[src/rtl/print_scan_pkg.sv]
//------------------------------------------------------------------------------
// print_scan_pkg : shared constants and state type for the print-line scan
// Revision : 1.0 - initial release
//------------------------------------------------------------------------------
`default_nettype none

package print_scan_pkg;

  localparam int c_max_pos_default = 132;

  // Counter digit codes, bit order abcde (a = MSB)
  localparam logic [4:0] c_code_0 = 5'b00011;
  localparam logic [4:0] c_code_1 = 5'b10010;
  localparam logic [4:0] c_code_2 = 5'b10001;
  localparam logic [4:0] c_code_3 = 5'b01001;
  localparam logic [4:0] c_code_4 = 5'b11000;
  localparam logic [4:0] c_code_5 = 5'b10100;
  localparam logic [4:0] c_code_6 = 5'b01100;
  localparam logic [4:0] c_code_7 = 5'b01010;
  localparam logic [4:0] c_code_8 = 5'b00110;
  localparam logic [4:0] c_code_9 = 5'b00101;

  typedef enum logic [2:0] {
    ST_IDLE    = 3'd0,
    ST_CLEAR   = 3'd1,
    ST_LOAD    = 3'd2,
    ST_PRESENT = 3'd3,
    ST_STEP    = 3'd4,
    ST_RELEASE = 3'd5,
    ST_DONE    = 3'd6
`ifdef PRINT_SCAN_CHECK_2OF5_EN
    , ST_ERROR = 3'd7
`endif
  } state_t;

endpackage

`default_nettype wire

[src/rtl/two_of_five_decode.sv]
//------------------------------------------------------------------------------
// two_of_five_decode : 2-of-5 digit code to BCD; non-table codes give 0, invalid
// Revision : 1.0 - initial release
//------------------------------------------------------------------------------
`default_nettype none

module two_of_five_decode
  import print_scan_pkg::*;
(
  input  logic [4:0] i_code,
  output logic [3:0] o_bcd,
  output logic       o_valid
);

  // The ten table entries are exactly the ten 5-bit words with two ones set
  always_comb begin
    o_bcd   = 4'd0;
    o_valid = 1'b1;
    case (i_code)
      c_code_0: o_bcd = 4'd0;
      c_code_1: o_bcd = 4'd1;
      c_code_2: o_bcd = 4'd2;
      c_code_3: o_bcd = 4'd3;
      c_code_4: o_bcd = 4'd4;
      c_code_5: o_bcd = 4'd5;
      c_code_6: o_bcd = 4'd6;
      c_code_7: o_bcd = 4'd7;
      c_code_8: o_bcd = 4'd8;
      c_code_9: o_bcd = 4'd9;
      default:  o_valid = 1'b0;
    endcase
  end

endmodule

`default_nettype wire

[src/rtl/print_scan_ctl.sv]
//------------------------------------------------------------------------------
// print_scan_ctl : sequences the units/tens/hundreds 2-of-5 counter ring over a
// print line. Option macro: PRINT_SCAN_CHECK_2OF5_EN (code check + ERROR state)
// Revision : 1.0 - initial release
//------------------------------------------------------------------------------
`default_nettype none

module print_scan_ctl
  import print_scan_pkg::*;
#(
  parameter int MAX_POS = c_max_pos_default
) (
  input  logic        i_clk,
  input  logic        i_reset_n,
  input  logic        i_start,
  input  logic        i_abort,
  input  logic [7:0]  i_limit,
  input  logic [4:0]  i_dig_u,
  input  logic [4:0]  i_dig_t,
  input  logic [4:0]  i_dig_h,
  output logic        o_set0,
  output logic        o_adv_u,
  output logic        o_adv_t,
  output logic        o_adv_h,
  output logic        o_pos_valid,
  input  logic        i_pos_ack,
  output logic [11:0] o_pos_bcd,
  output logic        o_busy,
  output logic        o_done,
  output logic        o_check
);

  localparam logic [7:0] c_max_pos = 8'(MAX_POS);

  state_t     r_state;
  logic [7:0] r_limit;
  logic       r_set0, r_adv_u, r_adv_t, r_adv_h;
  logic       r_pos_valid, r_busy, r_done;

  logic [3:0] w_bcd_u, w_bcd_t, w_bcd_h;
  logic       w_ok_u, w_ok_t, w_ok_h;
  logic [3:0] w_dig_u, w_dig_t, w_dig_h;
  logic [9:0] w_pos;
  logic       w_last;
  logic [7:0] w_eff_limit;

  two_of_five_decode u_dec_u (.i_code(i_dig_u), .o_bcd(w_bcd_u), .o_valid(w_ok_u));
  two_of_five_decode u_dec_t (.i_code(i_dig_t), .o_bcd(w_bcd_t), .o_valid(w_ok_t));
  two_of_five_decode u_dec_h (.i_code(i_dig_h), .o_bcd(w_bcd_h), .o_valid(w_ok_h));

  assign w_dig_u   = w_ok_u ? w_bcd_u : 4'd0;
  assign w_dig_t   = w_ok_t ? w_bcd_t : 4'd0;
  assign w_dig_h   = w_ok_h ? w_bcd_h : 4'd0;
  assign o_pos_bcd = {w_dig_h, w_dig_t, w_dig_u};

  assign w_pos       = ({6'd0, w_dig_h} * 10'd100) + ({6'd0, w_dig_t} * 10'd10) + {6'd0, w_dig_u};
  assign w_last      = (w_pos == ({2'b00, r_limit} - 10'd1));
  assign w_eff_limit = (i_limit == 8'd0 || i_limit > c_max_pos) ? c_max_pos : i_limit;

`ifdef PRINT_SCAN_CHECK_2OF5_EN
  logic r_check;
  logic w_codes_ok;
  assign w_codes_ok = w_ok_u & w_ok_t & w_ok_h;
  assign o_check    = r_check;
`else
  assign o_check    = 1'b0;
`endif

  // Outputs are registered to reflect the state being entered
  always_ff @(posedge i_clk or negedge i_reset_n) begin
    if (!i_reset_n) begin
      r_state     <= ST_IDLE;
      r_limit     <= 8'd0;
      r_set0      <= 1'b0;
      r_adv_u     <= 1'b0;
      r_adv_t     <= 1'b0;
      r_adv_h     <= 1'b0;
      r_pos_valid <= 1'b0;
      r_busy      <= 1'b0;
      r_done      <= 1'b0;
`ifdef PRINT_SCAN_CHECK_2OF5_EN
      r_check     <= 1'b0;
`endif
    end else begin
      r_set0      <= 1'b0;
      r_adv_u     <= 1'b0;
      r_adv_t     <= 1'b0;
      r_adv_h     <= 1'b0;
      r_pos_valid <= 1'b0;
      r_done      <= 1'b0;
      if (i_abort) begin
        r_state <= ST_IDLE;
        r_busy  <= 1'b0;
      end else begin
        case (r_state)
`ifdef PRINT_SCAN_CHECK_2OF5_EN
          ST_IDLE, ST_ERROR: begin
`else
          ST_IDLE: begin
`endif
            if (i_start) begin
              r_limit <= w_eff_limit;
`ifdef PRINT_SCAN_CHECK_2OF5_EN
              r_check <= 1'b0;
`endif
              r_state <= ST_CLEAR;
              r_set0  <= 1'b1;
              r_busy  <= 1'b1;
            end
          end
          ST_CLEAR: r_state <= ST_LOAD;
          ST_LOAD, ST_RELEASE: begin
`ifdef PRINT_SCAN_CHECK_2OF5_EN
            if (!w_codes_ok) begin
              r_state <= ST_ERROR;
              r_check <= 1'b1;
            end else begin
              r_state     <= ST_PRESENT;
              r_pos_valid <= 1'b1;
            end
`else
            r_state     <= ST_PRESENT;
            r_pos_valid <= 1'b1;
`endif
          end
          ST_PRESENT: begin
            if (!i_pos_ack) begin
              r_pos_valid <= 1'b1;
            end else if (w_last) begin
              r_state <= ST_DONE;
              r_done  <= 1'b1;
            end else begin
              r_state <= ST_STEP;
              r_adv_u <= 1'b1;
              r_adv_t <= (w_dig_u == 4'd9);
              r_adv_h <= (w_dig_u == 4'd9) && (w_dig_t == 4'd9);
            end
          end
          ST_STEP: r_state <= ST_RELEASE;
          ST_DONE: begin
            r_state <= ST_IDLE;
            r_busy  <= 1'b0;
          end
          default: begin
            r_state <= ST_IDLE;
            r_busy  <= 1'b0;
          end
        endcase
      end
    end
  end

  assign o_set0      = r_set0;
  assign o_adv_u     = r_adv_u;
  assign o_adv_t     = r_adv_t;
  assign o_adv_h     = r_adv_h;
  assign o_pos_valid = r_pos_valid;
  assign o_busy      = r_busy;
  assign o_done      = r_done;

endmodule

`default_nettype wire

[config.mk]
export PLATFORM = sky130hd
export DESIGN_NAME = print_scan_ctl
export DESIGN_NICKNAME = d
export VERILOG_FILES = /design/src/rtl/print_scan_pkg.sv /design/src/rtl/two_of_five_decode.sv /design/src/rtl/print_scan_ctl.sv
export SDC_FILE = /design/constraint.sdc
export NUM_CORES = 1
export LEC_CHECK = 0
export ABC_AREA = 1
export BUFFER_PORTS_ARGS = -buffer_cell sky130_fd_sc_hd__buf_2
export CORE_MARGIN = 3
export CORE_UTILIZATION = 40
export CTS_BUF_LIST = sky130_fd_sc_hd__clkbuf_8
export DETAILED_ROUTE_END_ITERATION = 16
export GPL_ROUTABILITY_DRIVEN = 0
export HOLD_SLACK_MARGIN = 0.06
export PLACE_DENSITY = 0.68
export SLEW_MARGIN = 20
export SYNTH_ARGS = -nofsm -noshare
export SYNTH_HDL_FRONTEND = slang
export SYNTH_SLANG_ARGS = --single-unit
[constraint.sdc]
create_clock -name i_clk -period 3.4 [get_ports i_clk]
set_clock_uncertainty 0.15 [all_clocks]
set_input_delay 0 -clock i_clk [delete_from_list [all_inputs] [get_ports i_clk]]
set_output_delay 0 -clock i_clk [all_outputs]
set_load 0.1 [all_outputs]
# [Word level (Yosys, flattened, before mapping)]
# Index checks and enable logic that the tools add are counted.
[word_totals] register_bits=18 latchBits=0 ramBits=0 romBits=0 out_inout_bits=20 word_cells=109 mem_count=0
[classes] n_addsub=3 mul=2 n_div=0 n_lt_le_gt_ge=1 eq_ne=41 n_shift=0 mux=40 bitwise=1 n_reduce_logical=12
[op_table] op="$pmux 4 s9" count=3
[op_table] op="$eq 5x5->1 const B" count=12
[op_table] op="$eq 5x4->1 const B" count=9
[op_table] op="$eq 5x3->1 const B" count=6
[op_table] op="$reduce_or 10->1" count=3
[op_table] op="$mux 1" count=26
[op_table] op="$eq 5x2->1 const B" count=3
[op_table] op="$pmux 3 s5" count=1
[op_table] op="$mux 4" count=3
[op_table] op="$add 10x4->10" count=1
[op_table] op="$add 10x8->10" count=1
[op_table] op="$eq 10x10->1" count=1
[op_table] op="$mux 3" count=3
[op_table] op="$sub 8x1->9 const B" count=1
[op_table] op="$eq 4x4->1 const B" count=2
[op_table] op="$gt 8x8->1 const B" count=1
[op_table] op="$logic_not 8->1" count=1
[op_table] op="$mul 4x5->8 const B" count=1
[op_table] op="$mux 8" count=1
[op_table] op="$mul 4x3->7 const B" count=1
[op_table] op="$eq 3x2->1 const B" count=2
[op_table] op="$eq 3x3->1 const B" count=2
[op_table] op="$ne 3x3->1 const B" count=2
[op_table] op="$reduce_or 5->1" count=1
[op_table] op="11 further kinds" count=13

# [Logic depth before layout (Yosys ltp)]
[logic_depth] ltp_word=12 mapped_depth=26 depth_no_buf=26

# [Modules after synthesis]
# A second synthesis with hierarchy kept.
[unflattened] hier_cells=431 hier_area_um2=2597.5
[by_module_without_submodules] module="print_scan_ctl" n_inst=1 cells_per_inst=308 area_each_um2=2049.5 seq_area_each_um2=450.4
[by_module_without_submodules] module="two_of_five_decode" n_inst=3 cells_per_inst=41 area_each_um2=182.7 seq_area_each_um2=0.0

# [Worst setup path before layout]
# No wires, ideal clock.
[synth_timing] path_type="input to register" from="input port i_dig_h[1]" to="register r_state[1]" t_arrival_ns=5.212 path_slack_ns=-2.080 stages=19 n_path_buf=0 path_cell_list="nor2_1 nand2_1 o31ai_1 ha_1 fa_1 ha_1 ha_1 nand2_1 inv_1 a21oi_1 nand2_1 nand2_1 nand2_1 nand3_1 nand2_1 nand4_1 nand2_1 nand2_1 nand2_1"
[synth_via] elab_chain_cells=12 elab_cells_between_ends=22 classes_between="add/sub: 2; mul: 1; eq/ne: 11; mux: 7; reduce/logical: 1"
[synth_lines] item="start: declaration" line_no="print_scan_ctl.sv:20" rtl="input logic [4:0] i_dig_h,"
[synth_lines] item="$eq 5x2->1, or another cell as far along" line_no="two_of_five_decode.sv:19" rtl="case (i_code)"
[synth_lines] item="$reduce_or 10->1 (no line)"
[synth_lines] item="$mux 1" line_no="two_of_five_decode.sv:19"
[synth_lines] item="$mux 4 (*)" line_no="print_scan_ctl.sv:53" rtl="assign w_dig_h = w_ok_h ? w_bcd_h : 4'd0;"
[synth_lines] item="named net o_pos_bcd[10]" line_no="print_scan_ctl.sv:27" rtl="output logic [11:0] o_pos_bcd,"
[synth_lines] item="$mul 4x5->8 (*)" line_no="print_scan_ctl.sv:56" rtl="assign w_pos = ({6'd0, w_dig_h} * 10'd100) + ({6'd0, w_dig_t} * 10'd10) + {6'd0, w_dig_u};"
[synth_lines] item="$add 10x8->10 (*)" line_no="print_scan_ctl.sv:56"
[synth_lines] item="$add 10x4->10 (*)" line_no="print_scan_ctl.sv:56"
[synth_lines] item="$eq 10x10->1 (*)" line_no="print_scan_ctl.sv:57" rtl="assign w_last = (w_pos == ({2'b00, r_limit} - 10'd1));"
[synth_lines] item="$mux 2 (*)" line_no="print_scan_ctl.sv:129" rtl="end else if (w_last) begin"
[synth_lines] item="$mux 3 (*)" line_no="print_scan_ctl.sv:127" rtl="if (!i_pos_ack) begin"
[synth_lines] item="$pmux 3 s5 (*)" line_no="print_scan_ctl.sv:95" rtl="case (r_state)"
[synth_lines] item="$mux 3 (*)" line_no="print_scan_ctl.sv:91" rtl="if (i_abort) begin"
[synth_lines] item="end signal: assignment" line_no="print_scan_ctl.sv:92" rtl="r_state <= ST_IDLE;"
[synth_lines] item="end signal: assignment" line_no="print_scan_ctl.sv:130" rtl="r_state <= ST_DONE;"
[synth_lines] item="end signal: assignment" line_no="print_scan_ctl.sv:133" rtl="r_state <= ST_STEP;"
[synth_lines] item="end: declaration" line_no="print_scan_ctl.sv:35" rtl="state_t r_state;"
# The timed path passes the listed nets; every way through them passes the cells marked *. The select of a mux whose other input is x is not followed.
# A chain may end at the register's enable or synchronous reset.

# [Worst setup path after layout]
[layout_timing] from="input port i_dig_h[0]" to="register r_adv_h (netlist: o_adv_h)"
[layout_via] elab_chain_cells=12 elab_cells_between_ends=22 classes_between="add/sub: 2; mul: 1; eq/ne: 11; mux: 7; reduce/logical: 1"
[layout_lines] item="$eq 5x2->1, or another cell as far along" line_no="two_of_five_decode.sv:19"
[layout_lines] item="$reduce_or 10->1 (no line)"
[layout_lines] item="$mux 1" line_no="two_of_five_decode.sv:19"
[layout_lines] item="$mux 4 (*)" line_no="print_scan_ctl.sv:53"
[layout_lines] item="$mul 4x5->8 (*)" line_no="print_scan_ctl.sv:56"
[layout_lines] item="$add 10x8->10 (*)" line_no="print_scan_ctl.sv:56"
[layout_lines] item="$add 10x4->10 (*)" line_no="print_scan_ctl.sv:56"
[layout_lines] item="$eq 10x10->1 (*)" line_no="print_scan_ctl.sv:57"
[layout_lines] item="$mux 1 (*)" line_no="print_scan_ctl.sv:129"
[layout_lines] item="$mux 1 (*)" line_no="print_scan_ctl.sv:127"
[layout_lines] item="$mux 1 (*)" line_no="print_scan_ctl.sv:95"
[layout_lines] item="$mux 1 (*)" line_no="print_scan_ctl.sv:91"
[layout_lines] item="end signal: assignment" line_no="print_scan_ctl.sv:136" rtl="r_adv_h <= (w_dig_u == 4'd9) && (w_dig_t == 4'd9);"
[layout_lines] item="end: declaration" line_no="print_scan_ctl.sv:37" rtl="logic r_set0, r_adv_u, r_adv_t, r_adv_h;"
# Mark *: on every way between the ends. The rest lies on a longest branch, timed or not.

==> flow_metrics.tcl <==
set metrics [dict create \
    holdPathEnd "o_done$_DFF_PN0_" \
    yosysTopAreaCellShare 0.1923 \
    first_pass_iters 4 \
    fin_nets 526 \
    hold_start "i_dig_u[4]" \
    synth-seq-area-share 0.1923 \
    reg2regPathDepth 6 \
    grt_pass1_vias 2376 \
    cp.arrival_ns 3.26 \
    slew_headroom 0.4256 \
    routed_wl_microns 6196 \
    grt_antenna_before_repair 0 \
    synth-seq-cells 18 \
    path_class "input pin to register" \
    antenna_left 0 \
    syn_area_sq_um 2342 \
    reg2reg_to "r_limit[4]$_DFFE_PN0P_" \
    maxSlewViolCount 0 \
    grtUsageTotal 0.1807 \
    timing.rr.start "r_state[1]$_DFFE_PN0P_" \
    peakVddDrop_mv 0.2702 \
    cts_buffer_depth 2 \
    syn-mean-instance-area_sq_um 6.348 \
    power_density_nw_per_um2 329.3 \
    vias 2649 \
    drcViolationCount 0 \
    hpwl_microns 4568 \
    crit_path_max_fanout 4 \
    ys_warn_count 0 \
    wl_per_cell_microns 11.47 \
    diodes 0 \
    rsz0062_at_grt "true" \
    synthFlopType "dfrtp_1" \
    clk_pin_slew_ns 0.07 \
    end_kind "register" \
    numCtsBuffers 3 \
    crit_path_start_kind "input pin" \
    grt_max_degree 17 \
    cts-root-buf "clkbuf_8" \
    dieArea_sq_um 6810 \
    grt_remaining_overflow 0 \
    core_sq_um 5574 \
    port_buffers 46 \
    dieHeight_microns 82.52 \
    cts.htree.levels 1 \
    fin_crit_ns 3.273 \
    grt_pass1_wl_microns 9873 \
    cts_sinks 18 \
    synth_edf_count 0 \
    power_mw 1.110 \
    hold_viol_final 0 \
    ys_top_cells_by_area "dfrtp_1, nand2_1, ha_1" \
    fin_crit_sh 0.9627 \
    via_per_inst 4.906 \
    hold_slack_ns 0.3856 \
    fp.dieW_microns 82.52 \
    initial_utilization 0.4202 \
    status "complete, no violations" \
    drive_above_1_share 0.2885 \
    std_cell_rows 27 \
    maxCapViolCount 0 \
    insertion_delay_ns 0.25 \
    fmax_mhz 305.5 \
    p_leak_nw 1.879 \
    hp-class "input pin to register" \
    yosys.area.top_type "dfrtp_1" \
    cp_data_required_time_ns 3.39 \
    synthCells 369 \
    finalSetupViolCount 0 \
    cts_tree "yes" \
    synth_fp_nets 426 \
    worst-r2r-setup-slack_ns 0.93 \
    setup_ws_ns 0.1267 \
    netlist-cell-type-count 36 \
    num_io_pins 48 \
    pre_cts_ws_ns -0.2744 \
    async_flop_share 1.000 \
    tightest_slew_ns 0.8584 \
    drtIter0Drc 112 \
    areaGrowthSynthToFinish_pct 43.86 \
    hold_path_depth 10 \
]
## metal layers
| metal | wire (microns) | track usage |
|---|---|---|
| met3 | 191 | 0.02061 |
| met5 | 0 | 0 |
| met2 | 3278 | 0.3333 |
| met1 | 2679 | 0.2315 |
| met4 | 47 | 0.02124 |
## cell usage after synthesis, types with 2 or more instances
library cell and count:
a21oi_1 6, dfrtp_1 18, fa_1 5, ha_1 24, inv_1 70, nand2_1 100, nand2_2 3, nand3_1 40
nand3_2 2, nand3_4 2, nand4_1 8, nor2_1 41, nor2_2 3, nor3_2 3, o211ai_1 3, o21ai_0 15
o21ai_1 2, xnor2_1 2, xor2_1 5
## registers in the layout (all words and copies together), names as in the netlist
register and cells:
o_adv_t 1, o_set0 1, r_limit 8, o_adv_h 1
o_pos_valid 1, o_adv_u 1, o_busy 1, r_state 3
o_done 1
## through the flow
stage                     std cells  setup TNS [ns]  utilization  area [sq um]
after detailed placement        506          -1.171       0.5147          2869
after global routing            540         -0.4774       0.6045          3369
final                           540               0       0.6045          3369
after floorplan                 369          -5.167            -          2404
after CTS                       532               0       0.5641          3144
after global placement          506         -0.7244       0.5147          2869
## report_power, final
part           internal, mW  switching, mW  total [mW]
clock                 0.103         0.0698       0.173
sequential            0.247         0.0365       0.284
combinational         0.251          0.402       0.653
## worst max-delay path, cell delays in order
cell     delay (ns)
buf_6          0.10
inv_2          0.04
nor2_1         0.03
inv_1          0.06
nor2_1         0.04
inv_1          0.07
nor2_1         0.04
inv_1          0.06
o21ai_1        0.06
or3_4          0.42
ha_4           0.26
ha_4           0.16
fa_1           0.54
ha_4           0.22
ha_4           0.31
nand2_1        0.07
inv_2          0.07
nand3_2        0.10
nand3_2        0.09
nand2_1        0.05
nand2_1        0.07
nand3_2        0.08
nand2_2        0.09
nand3_4        0.08
nand2_4        0.10
nor3_2         0.04
## cell type report
cell class / instances / area [sq um]
tap: 72 / 90.09
fill: 510 / 2205
inverter: 72 / 284.0
multi-input combinational: 277 / 1815
timing repair buffer: 97 / 674.4
clock buffer: 4 / 55.05
sequential: 18 / 450.4
## worst max path at each step
| stage | end | slack, ns | startpoint |
|---|---|---|---|
| after CTS | o_adv_u$_DFF_PN0_ | 0.002 | i_dig_h[0] |
| final | o_adv_h$_DFF_PN0_ | 0.13 | i_dig_h[0] |
| after detailed placement | o_adv_t$_DFF_PN0_ | -0.27 | i_dig_h[0] |
| after global placement | o_adv_t$_DFF_PN0_ | -0.18 | i_dig_h[0] |
| after global routing | o_adv_h$_DFF_PN0_ | -0.11 | i_dig_h[0] |
| after floorplan | o_adv_t$_DFF_PN0_ | -1.05 | i_dig_h[3] |
## placed cells by master, fill, tap and decap left out, types with 4 or more instances in the layout
master,n
nand3_2,8
dfrtp_1,18
nor2_2,5
fa_1,4
nand2_2,6
ha_4,7
xor2_1,4
nand2_1,95
buf_2,45
dlygate4sd3_1,22
a21oi_1,4
buf_4,29
nand3_1,33
o21ai_0,12
nor2_1,37
ha_1,15
clkbuf_8,4
inv_2,6
nand4_1,8
inv_1,65
## timing repair
action / 4_1_cts / 5_1_grt
gates resized for setup: 0 / 36
hold buffers: 22 / 0
setup endpoints to repair: 0 / 5
endpoints found under the hold margin: 34 / 0
setup buffers: 0 / 8
## cells by family (layout without fill, tap and decap cells)
kind of cell | after synthesis | in the layout | share of synthesized area
other | 1 | 1 | 0.001601
adders and majority gates | 29 | 29 | 0.1709
AOI/OAI and AO/OA | 32 | 32 | 0.07907
buffers and inverters | 74 | 173 | 0.1266
DFF | 18 | 18 | 0.1923
xor gates and xnor gates | 7 | 7 | 0.02618
and+or+nand+nor | 208 | 208 | 0.4033
Note: power is estimated with default switching activity, not from simulation.
